<file path="src/rtl/spi_cmd_master.sv">
// SPI initiator: serialises 10-bit RAM commands MSB-first under SS_n and, for
// read-data commands, captures the returned byte after a fixed turnaround.
module spi_cmd_master #(
    parameter int DATA_WIDTH = 8,
    parameter int TURNAROUND = 2,
    parameter int GAP_CYCLES = 1
) (
    input  logic                  clk,
    input  logic                  rst_n,
    input  logic                  cmd_valid,
    output logic                  cmd_ready,
    input  logic [DATA_WIDTH+1:0] cmd_data,
    output logic                  ss_n,
    output logic                  mosi,
    input  logic                  miso,
    output logic [DATA_WIDTH-1:0] rd_data,
    output logic                  rd_valid,
    output logic                  busy,
    output logic [2:0]            dbg_state
);
    localparam int CMD_W     = DATA_WIDTH + 2;
    localparam int CNT_MAX_A = (CMD_W - 1 > TURNAROUND - 1) ? CMD_W - 1 : TURNAROUND - 1;
    localparam int CNT_MAX   = (CNT_MAX_A > GAP_CYCLES - 1) ? CNT_MAX_A : GAP_CYCLES - 1;
    localparam int CW        = $clog2(CNT_MAX + 1);

    typedef enum logic [2:0] {
        ST_IDLE    = 3'd0,
        ST_SHIFT   = 3'd1,
        ST_TURN    = 3'd2,
        ST_CAPTURE = 3'd3,
        ST_STOP    = 3'd4
    } state_t;

    state_t                r_state;
    state_t                w_next_state;
    logic [CW-1:0]         r_cnt;
    logic [CMD_W-1:0]      r_shift;
    logic                  r_is_read;
    logic [DATA_WIDTH-2:0] r_rx;
    logic                  r_ss_n;
    logic                  r_mosi;
    logic                  r_rd_valid;
    logic [DATA_WIDTH-1:0] r_rd_data;
    logic                  w_accept;
    logic                  w_cnt_zero;
    logic                  w_mosi_next;
    logic [DATA_WIDTH-1:0] w_rx_full;

    // Handshake: a command transfers on a posedge where cmd_valid && cmd_ready;
    // cmd_ready is high only in IDLE and cmd_data is ignored otherwise.
    assign cmd_ready  = (r_state == ST_IDLE);
    assign busy       = (r_state != ST_IDLE);
    assign dbg_state  = r_state;
    assign w_accept   = (r_state == ST_IDLE) && cmd_valid;
    assign w_cnt_zero = (r_cnt == '0);
    assign w_rx_full  = {r_rx, miso};

    assign ss_n     = r_ss_n;
    assign mosi     = r_mosi;
    assign rd_data  = r_rd_data;
    assign rd_valid = r_rd_valid;

    always_ff @(posedge clk or negedge rst_n) begin
        if (!rst_n) begin
            r_state <= ST_IDLE;
        end else begin
            r_state <= w_next_state;
        end
    end

    always_comb begin
        w_next_state = r_state;
        w_mosi_next  = 1'b0;
        case (r_state)
            ST_IDLE:    if (cmd_valid) w_next_state = ST_SHIFT;
            ST_SHIFT:   if (w_cnt_zero) w_next_state = r_is_read ? ST_TURN : ST_STOP;
            ST_TURN:    if (w_cnt_zero) w_next_state = ST_CAPTURE;
            ST_CAPTURE: if (w_cnt_zero) w_next_state = ST_STOP;
            ST_STOP:    if (w_cnt_zero) w_next_state = ST_IDLE;
            default:    w_next_state = ST_IDLE;
        endcase
        // Outputs are registered, so the bit presented next cycle is chosen here.
        if (w_next_state == ST_SHIFT) begin
            w_mosi_next = (r_state == ST_IDLE) ? cmd_data[CMD_W-1] : r_shift[CMD_W-1];
        end
    end

    always_ff @(posedge clk or negedge rst_n) begin
        if (!rst_n) begin
            r_cnt      <= '0;
            r_shift    <= '0;
            r_is_read  <= 1'b0;
            r_rx       <= '0;
            r_ss_n     <= 1'b1;
            r_mosi     <= 1'b0;
            r_rd_valid <= 1'b0;
            r_rd_data  <= '0;
        end else begin
            r_ss_n     <= (w_next_state == ST_IDLE) || (w_next_state == ST_STOP);
            r_mosi     <= w_mosi_next;
            r_rd_valid <= 1'b0;
            case (r_state)
                ST_IDLE: begin
                    if (w_accept) begin
                        r_shift   <= {cmd_data[CMD_W-2:0], 1'b0};
                        r_is_read <= (cmd_data[CMD_W-1:CMD_W-2] == 2'b11);
                        r_cnt     <= CW'(CMD_W - 1);
                    end
                end
                ST_SHIFT: begin
                    r_shift <= {r_shift[CMD_W-2:0], 1'b0};
                    if (w_cnt_zero) begin
                        r_cnt <= r_is_read ? CW'(TURNAROUND - 1) : CW'(GAP_CYCLES - 1);
                    end else begin
                        r_cnt <= r_cnt - CW'(1);
                    end
                end
                ST_TURN: begin
                    if (w_cnt_zero) begin
                        r_cnt <= CW'(DATA_WIDTH - 1);
                    end else begin
                        r_cnt <= r_cnt - CW'(1);
                    end
                end
                ST_CAPTURE: begin
                    r_rx <= w_rx_full[DATA_WIDTH-2:0];
                    if (w_cnt_zero) begin
                        r_rd_data  <= w_rx_full;
                        r_rd_valid <= 1'b1;
                        r_cnt      <= CW'(GAP_CYCLES - 1);
                    end else begin
                        r_cnt <= r_cnt - CW'(1);
                    end
                end
                ST_STOP: begin
                    if (!w_cnt_zero) r_cnt <= r_cnt - CW'(1);
                end
                default: ;
            endcase
        end
    end
endmodule

</file>
<file path="config.mk">
export PLATFORM = sky130hd
export DESIGN_NAME = spi_cmd_master
export DESIGN_NICKNAME = d
export VERILOG_FILES = /design/src/rtl/spi_cmd_master.sv
export SDC_FILE = /design/constraint.sdc
export NUM_CORES = 1
export LEC_CHECK = 0
export CELL_PAD_IN_SITES_DETAIL_PLACEMENT = 0
export CELL_PAD_IN_SITES_GLOBAL_PLACEMENT = 1
export CORE_ASPECT_RATIO = 0.6
export CORE_UTILIZATION = 38
export DETAILED_ROUTE_END_ITERATION = 10
export PLACE_DENSITY_LB_ADDON = 0.1
export SLEW_MARGIN = 10
export SYNTH_ARGS = -nofsm -noshare
export SYNTH_HDL_FRONTEND = slang
export SYNTH_SLANG_ARGS = --single-unit
</file>
<file path="constraint.sdc">
create_clock -name clk -period 1.9 [get_ports clk]
set_clock_uncertainty 0.05 [all_clocks]
set_input_delay 0.38 -clock clk [delete_from_list [all_inputs] [get_ports clk]]
set_output_delay 0.38 -clock clk [all_outputs]
set_load 0.01 [all_outputs]
</file>
* Word level (Yosys, flattened, before mapping)
Index checks and enable logic that the tools add are counted.
Storage, ports and cells: flip-flop bits (word level) 36, input port bits 14, output and inout bits 16, word-level logic and storage cells 51
Operators by class: add/sub/neg operators 1, eq/ne operators 9, mux-type cells 20, reductions and logical operators 12
Operators with widths (number):
- two-way mux 4 bit | 5
- case mux 10 bit (2 select lines) | 1
- case mux 4 bit (5 select lines) | 1
- two-way mux 3 bit | 6
- case mux 3 bit (5 select lines) | 1
- two-way mux 10 bit | 1
- equality test 3 x 1 -> 1 bit, second input constant | 2
- equality test 3 x 2 -> 1 bit, second input constant | 2
- equality test 3 bit, second input constant | 2
- logical NOT 3 bit | 2
- AND reduction 2 bit | 3
- two-way mux 1 bit | 5
- nonzero test 5 bit | 1
- logical NOT 4 bit | 1
- subtractor 4 x 1 -> 4 bit, second input constant | 1
- AND reduction 3 bit | 1
- nonzero test 3 bit | 1
- equality test 2 bit, second input constant | 1
- != test 2 x 1 -> 1 bit, second input constant | 1
- != test 2 bit, second input constant | 1
- nonzero test 2 bit | 1
- logical AND 1 bit | 1
- logical OR 1 bit | 1

* Longest topological paths before layout
depth after elaboration 5, gate-level depth with buffers 6, mapped depth without buffers 5

* Worst setup path before layout
Ideal clock, no wire load.
path type register -> register, start point reg r_cnt[0], end point reg r_rd_data[0] (netlist: rd_data[0]), library setup time 125 ps, arrival 1660 ps, required time 1725 ps, path slack 65 ps, stages on the path, launching flop included 7, buffers on the path 1, clock period less this slack 1835 ps, path through dfrtp_1 inv_1 ha_1 or3b_1 buf_6 nor2_8 mux2_2
Between the ends: longest elaborated chain between the ends 2
RTL lines:
- start: declaration | RTL line 36 | logic [CW-1:0] r_cnt;
- start signal: assignment | RTL line 107 | r_cnt <= CW'(CMD_W - 1);
- start signal: assignment | RTL line 113 | r_cnt <= r_is_read ? CW'(TURNAROUND - 1) : CW'(GAP_CYCLES - 1);
- start signal: assignment | RTL line 115 | r_cnt <= r_cnt - CW'(1);
- logical NOT 4 bit | RTL line 55 | assign w_cnt_zero = (r_cnt == '0);
- AND reduction 2 bit (no line)
- end signal: assignment | RTL line 128 | r_rd_data <= w_rx_full;
- end: declaration | RTL line 43 | logic [DATA_WIDTH-1:0] r_rd_data;
Every way passes these cells. A chain may end at the register's enable or synchronous reset.

* Worst setup path after layout
start point reg r_state[1] (netlist: dbg_state[1]), end point out busy
Between the ends: longest elaborated chain between the ends 1
RTL lines:
- start: declaration | RTL line 34 | state_t r_state;
- start signal: assignment | RTL line 67 | r_state <= w_next_state;
- nonzero test 3 bit | RTL line 52 | assign busy = (r_state != ST_IDLE);
- end: declaration | RTL line 18 | output logic busy,
Every way passes these cells.

==> results.txt <==
Summed over all failing endpoints, the final setup total negative slack is 0 ns. Predominant post-synthesis flop cell: dfrtp_1. The number of placement rows was 18; the actual slew at the worst max-slew pin was 0.444 ns. The clock share of power is 17.7%, and the power per unit of standard cell area is 1580 mW/mm^2.

Power comes to 0.00373 W. The count of buffer and inverter cells on the critical path was 1; the final cell count without fillers was 238. For this run the aggregate overflow at the end of global routing stands at 0.

The class of the tightest hold or removal check is primary input to async pin. Synthesis handed over a netlist of 130 instances. The number of global-route vias before repair is 1,141, and the core outline area is 0.00423 sq mm.

For the worst setup path, the data arrival time is 1.41 ns. At the end of the flow, the number of nets in the layout was 193. In this run the number of H-tree levels came out at 2. Clock-pin slew was measured on the worst setup and hold paths at 0.07 ns. TritonCTS built the clock tree. The total placed cells including tap cells was 229; the number of flops mapped to enable cells by yosys was 0. In this run the horizontal extent of the chip is 89.3 um. After the first detailed-routing iteration, the DRC count stood at 44. Entering global routing, the biggest net connects 36 pins.

Capturing element type of the critical path: an output pin. The post-DP HPWL is 2510 um, and the share of the yosys chip area belonging to registers is 50.5%. The number of antenna violations at the first check in global routing was 0. Setup repair after global routing could not meet its margin everywhere. The die covers 0.00485 sq mm. The most common cell after layout, fill and taps aside is dfrtp_1. In this design, the largest share of critical-path delay is due to simple AND/OR/NAND/NOR gates. The logs give 5 for the number of clock buffers inserted by TritonCTS and -0.0414 ns for the worst slack at placement.

In this run the critical register-to-register path is launched from r_cnt[0]. The logs give 45 for the count of different cell masters after synthesis and 41.0% for the starting utilization of the core area. Global routing used 16.6% of the available tracks across all layers. Registers are responsible for 31.6% of the overall power. Area share of the largest cell type after synthesis: 49.0%.

The logs give 0.000572 V for the maximum vdd drop and 5680 um for the global-route wire length before repair. The number of storage elements in the synthesis netlist was 35; the combinational share of power was 50.7%. Share of synthesized flip-flops with an asynchronous set or reset: 100%. The maximum net fanout on the critical path was 3. Setup violations remaining at the end of the flow were counted as 0.

The switching power summed over all nets is 0.00120 W, and the synthesis-to-finish area growth is 35.5%. The critical path goes through or3_4, dlygate4sd2_1. The worst setup path is of the flop to output pin kind.

Time the final worst path needs with I/O delays and setup: 1.84 ns. The count of unresolved DRC violations after routing is 0. The net count after synthesis is 146, and the count of input and output buffers is 29. No sink is reached through more buffers than the 2 on the longest clock path.

The number of antenna diodes in the final layout is 0. At the worst endpoint, the required time is 1.47 ns. The hold buffer count at CTS is 0.

The worst hold margin is 0.449 ns. The clock reaches the later pin of the worst-skew pair after 0.28 ns. The slowest cell on the critical path was or3_4. The count of nets left with antenna violations once routing finished came out at 0. In the layout the commonest cells are dfrtp_1, mux2_2, clkdlybuf4s50_1.

For the static leakage power, the log shows 1.07 nW. The run gives 0.00253 W as the cell-internal power. CTS root buffer: clkbuf_8. In this run the count of I/O pins placed on the die edge is 30. The tools report the total via count in the routed design as 1,210. Summed over all instances, the cell type with the most area after synthesis is dfrtp_1.

The tools report the area of the mapped netlist as 0.00174 sq mm. The final routed wirelength across all metal layers came out at 3600 um. In the final routed layout, each cell accounts on average for 15.1 um. The post-route clock period utilization was 96.8%. The first TritonRoute pass finished after 4 iterations. Of the cells placed in the final design, the portion with a size suffix greater than 1 is 42.1%. The mean instance size in the synthesized netlist is 13.4 sq um. The logs give 0 for the total of warnings raised by yosys and 0 for the number of violations of the max-capacitance limit. The tools report the number of clock sinks as 35. The final count of pins violating max slew is 0, and the fraction of power spent switching nets is 32.1%. The tools report the maximum achievable frequency as 544 MHz. The run finished with clean final reports.

STA classifies the critical path startpoint as a flop. Setup slack closes at 0.0603 ns. The tools report the count of fill cells added during filler insertion as 377.

Yosys attributes the largest share of cell area to dfrtp_1, mux2_2, a2111oi_4. Routability-driven placement finished with a final weighted congestion of 0.812. For the number of endpoints with negative hold slack in the final report, the log shows 0.

Setup slack on the worst reg-to-reg path comes out at 0.10 ns. The worst pin sits at a relative slew slack of 70.4%. Biggest cell delay along the critical path: 0.43 ns.

Launch point of the worst path: dbg_state[1]. After detailed routing, the number of vias per cell comes to 5.08. The y dimension of the die came out at 54.4 um.
## kinds of logic (layout without fill, tap and decap cells)
logic type	after synthesis	after routing	synth area share, %
mux	32	32	20.7
buf+inv	11	58	3.82
compound gates	16	16	8.14
simple gates	34	35	15.4
flops	35	35	50.5
fa+ha+maj	2	2	1.44
## through the flow
step | area, sq um | util, %
5_1_grt | 2350 | 55.6
4_1_cts | 2330 | 54.9
3_3_place_gp | 2200 | 52.0
6_report | 2350 | 55.6
3_5_place_dp | 2200 | 52.0
2_1_floorplan | 1740 | -
## per-layer routing
metal	up-vias	GRT usage (%)	share of wire, %	wire, um
li1	576	-	-	-
met1	612	22.9	50	1800
met2	20	24.4	45	1620
met3	2	4.68	4.4	159
met4	0	7.14	0.81	29
met5	-	0	0	0
## layout make-up
cell class / count / area, sq um / share of cell area (%)
clock inverters: 3 / 43.8 / 1.86
clock buffers: 5 / 68.8 / 2.92
repair buffers: 45 / 444 / 18.9
well taps: 60 / 75.1 / 3.19
multi-input cells: 85 / 826 / 35.1
inverters: 5 / 18.8 / 0.797
flip-flops and latches: 35 / 877 / 37.3
## timing repair
action	4_1_cts	5_1_grt
cloned	0	1
resized for setup	7	7
setup buffers	0	0
setup endpoints to repair	13	12
pin swaps	0	2
## cell usage after synthesis (2+ instances only)
cell / count
ha_1: 2
o21ai_0: 4
buf_6: 2
nor2_1: 4
dfrtp_1: 34
buf_4: 2
nand3_1: 2
nor2b_1: 2
nand2_1: 3
or4bb_1: 2
nor3_1: 3
buf_2: 2
inv_1: 5
a2bb2oi_1: 2
mux2_2: 31
## registers in the layout, summed over array words and instances, names as in the netlist
name	count
rd_data	8
rd_valid	1
r_rx	7
dbg_state	3
r_shift	9
r_cnt	4
r_is_read	1
ss_n	1
mosi	1
## final timing paths
path	to	depth (start not counted)
min reg2reg	r_shift[7]	1
min in group clk	r_shift[7]	1
min	r_cnt[2]	2
max reg2reg	rd_data[0]	5
max	busy	2
max in group asynchronous	ss_n	2
## power by group through the flow
stage	Clock (W)	Combinational [W]	Sequential, W
floorplan	0	0.00114	0.00119
global placement	0	0.00179	0.00117
detailed placement	0	0.00184	0.00118
CTS	0.000688	0.00186	0.00117
global route	0.000717	0.00205	0.00121
finish	0.000661	0.00189	0.00118
## worst register-to-register path: cells and delay by family (launching register included)
| family | cells | cell delay, ns |
|---|---|---|
| adders and majority gates | 1 | 0.16 |
| muxes | 1 | 0.35 |
| and+or+nand+nor | 2 | 0.66 |
| buffers and inverters | 1 | 0.07 |
| DFF | 1 | 0.40 |
Power figures use the tool's default switching activity.
==> RTL edit, RTL diff (same flow settings) <==
Register the output `dbg_state` once more; this adds one clock of latency there. The other outputs are not delayed to match.
--- a/src/rtl/spi_cmd_master.sv
+++ b/src/rtl/spi_cmd_master.sv
@@ -50,7 +50,9 @@
     // cmd_ready is high only in IDLE and cmd_data is ignored otherwise.
     assign cmd_ready  = (r_state == ST_IDLE);
     assign busy       = (r_state != ST_IDLE);
-    assign dbg_state  = r_state;
+    always_ff @(posedge clk) begin
+        dbg_state <= r_state;
+    end
     assign w_accept   = (r_state == ST_IDLE) && cmd_valid;
     assign w_cnt_zero = (r_cnt == '0);
     assign w_rx_full  = {r_rx, miso};
Check against the original RTL: not equivalent (Yosys sat finds a counterexample within 4 cycles, from zero or initial values and one cycle with rst_n low).
==> RTL edit against the original RTL <==
The run now ends with negative setup slack left. Setup slack got worse by 65 ps. Power grew 2.4%. Sequential cell count is 3 higher. Worst hold slack got worse by 120 ps. Wire length fell by 1.6%. Maximum frequency fell by 3.4%. Final area is 0.48% higher. Synthesized cell count rose by 13%. Area after synthesis down 2.2%. Global-route usage fell by 0.24 points. Largest cell class unchanged.
==> RTL edit: results (changes against the original RTL) <==
[setup_path]
crit_family = simple AND/OR/NAND/NOR gates  ; unchanged
crit_path_top_delay_cell = or3b_4  ; was or3_4
arrival_ps = 2040  ; was 1410 ps
crit_fanout = 5  ; was 3

[grt]
antenna_found_initial = 0  ; unchanged
grt_max_degree = 17  ; was 36
grt_pass1_wl_um = 5580  ; was 5680 um
first_global_vias = 1148  ; was 1141
grt_usage_pct = 16.3  ; was 16.6%

[run_status]
violations = negative setup slack
status = finished, violations left  ; was completed

[synthesis]
synth_top_cells_by_area = dfrtp_1 50%, mux2_2 9.9%, mux2i_1 6.5%, nand2_1 3.8%, dfxtp_1 3.5%  ; was dfrtp_1 49%, mux2_2 20%, a2111oi_4 1.6%, dfstp_2 1.5%, ha_1 1.4%
synth_common_cells = 34 x dfrtp_1, 17 x nand2_1, 15 x mux2_2  ; was 34 x dfrtp_1, 31 x mux2_2, 5 x inv_1
async_reset_ff_share_pct = 92.1  ; was 100%
ys_types = 37  ; was 45
yosysSeqAreaShare_pct = 55.2  ; was 50.5%
synth_nets = 163  ; was 146
synthFlopType = dfrtp_1  ; unchanged

[clock_network]
cts_max_level = 2  ; unchanged
cts-root-buf = clkbuf_8  ; unchanged
clkLatencyLatePin_ps = 280  ; about the same
cts_buffers = 5  ; unchanged

[finish]
diodes = 0  ; unchanged
multi_input_area_um2 = 747  ; was 826 um2
nNetsFinal = 214  ; was 193
drive_gt1_share_pct = 29.6  ; was 42.1%
n_fill_cell = 380  ; was 377

[timing]
tns_ps = -4.96  ; was 0 ps
hold_viol_final = 0  ; unchanged
worst_pin_slew_ps = 383  ; was 444 ps
finalSetupViolations = 1  ; was 0
worst_slack_ps = -4.96  ; was 60.3 ps

[pwr]
intPower_mw = 2.54  ; was 2.53 mW
ir_drop_mv = 0.708  ; was 0.572 mV
leakage_nw = 1.09  ; was 1.07 nW

[route]
first_pass_iters = 5  ; was 4
wirelength_um = 3540  ; was 3600 um
vias = 1310  ; was 1210
drt-initial-drc-count = 36  ; was 44

[placement]
placed_cell_area_um2 = 2170  ; was 2200 um2
dp_hpwl_um = 2550  ; was 2510 um
gp_congestion = 0.887  ; was 0.812

## RTL edit: final timing paths
| check | start | to | slack, ps | depth (start not counted) |
|---|---|---|---|---|
| max | r_cnt[1] | mosi | -5 | 6 |
| min | rst_n | r_state[1] | 330 | 1 |
| max reg2reg | r_cnt[1] | mosi | -5 | 6 |
| min reg2reg | r_shift[6] | r_shift[6] | 430 | 2 |
| max in group asynchronous | rst_n | r_rx[6] | 930 | 2 |
| min in group clk | r_shift[6] | r_shift[6] | 430 | 2 |
## RTL edit: power groups by stage
stage               combinational, mW  sequential [mW]  clock, mW
finish                           1.74             1.26      0.810
detailed placement               1.63             1.27          0
CTS                              1.64             1.26      0.829
floorplan                       0.959             1.28          0
global placement                 1.61             1.26          0
global route                     1.91             1.30      0.863
## RTL edit: cells by family after synthesis
family	Yosys count	synth area share, %
compound gates	25	9.21
fa+ha+maj	2	1.47
buf+inv	12	3.32
flops	38	55.2
mux	27	17.8
simple gates	43	13.0
## RTL edit: routing by layer
layer	share of wire, %	wire length, um	vias up	track usage, %
met5	0	0	-	0
met4	0.45	16	0	3.23
met3	7.5	265	4	6.13
met2	41	1440	55	21.7
met1	51	1820	636	24.8
li1	-	-	615	-
## RTL edit: stage by stage
step                setup WS [ps]  hold WS (ps)  total power, mW  cells
floorplan                    1.79          34.4             2.24    147
global placement             4.90           411             2.87    248
detailed placement          -15.9           420             2.90    248
CTS                          20.6           321             3.73    256
global route                -68.5           321             4.08    259
finish                      -4.96           327             3.82    259
## RTL edit: area by class of cell
cell class	instances	area share [%]
clock buffer	5	2.91
clock inverter	3	2.91
inverter	5	0.794
multi-input combinational	97	31.6
sequential	38	39.6
tap	60	3.17
timing repair buffer	51	19.0
## RTL edit: repair_timing
action,in CTS,in global routing
pin swaps,0,2
setup endpoints to repair,11,11
resized for setup,5,8
setup buffers,0,3
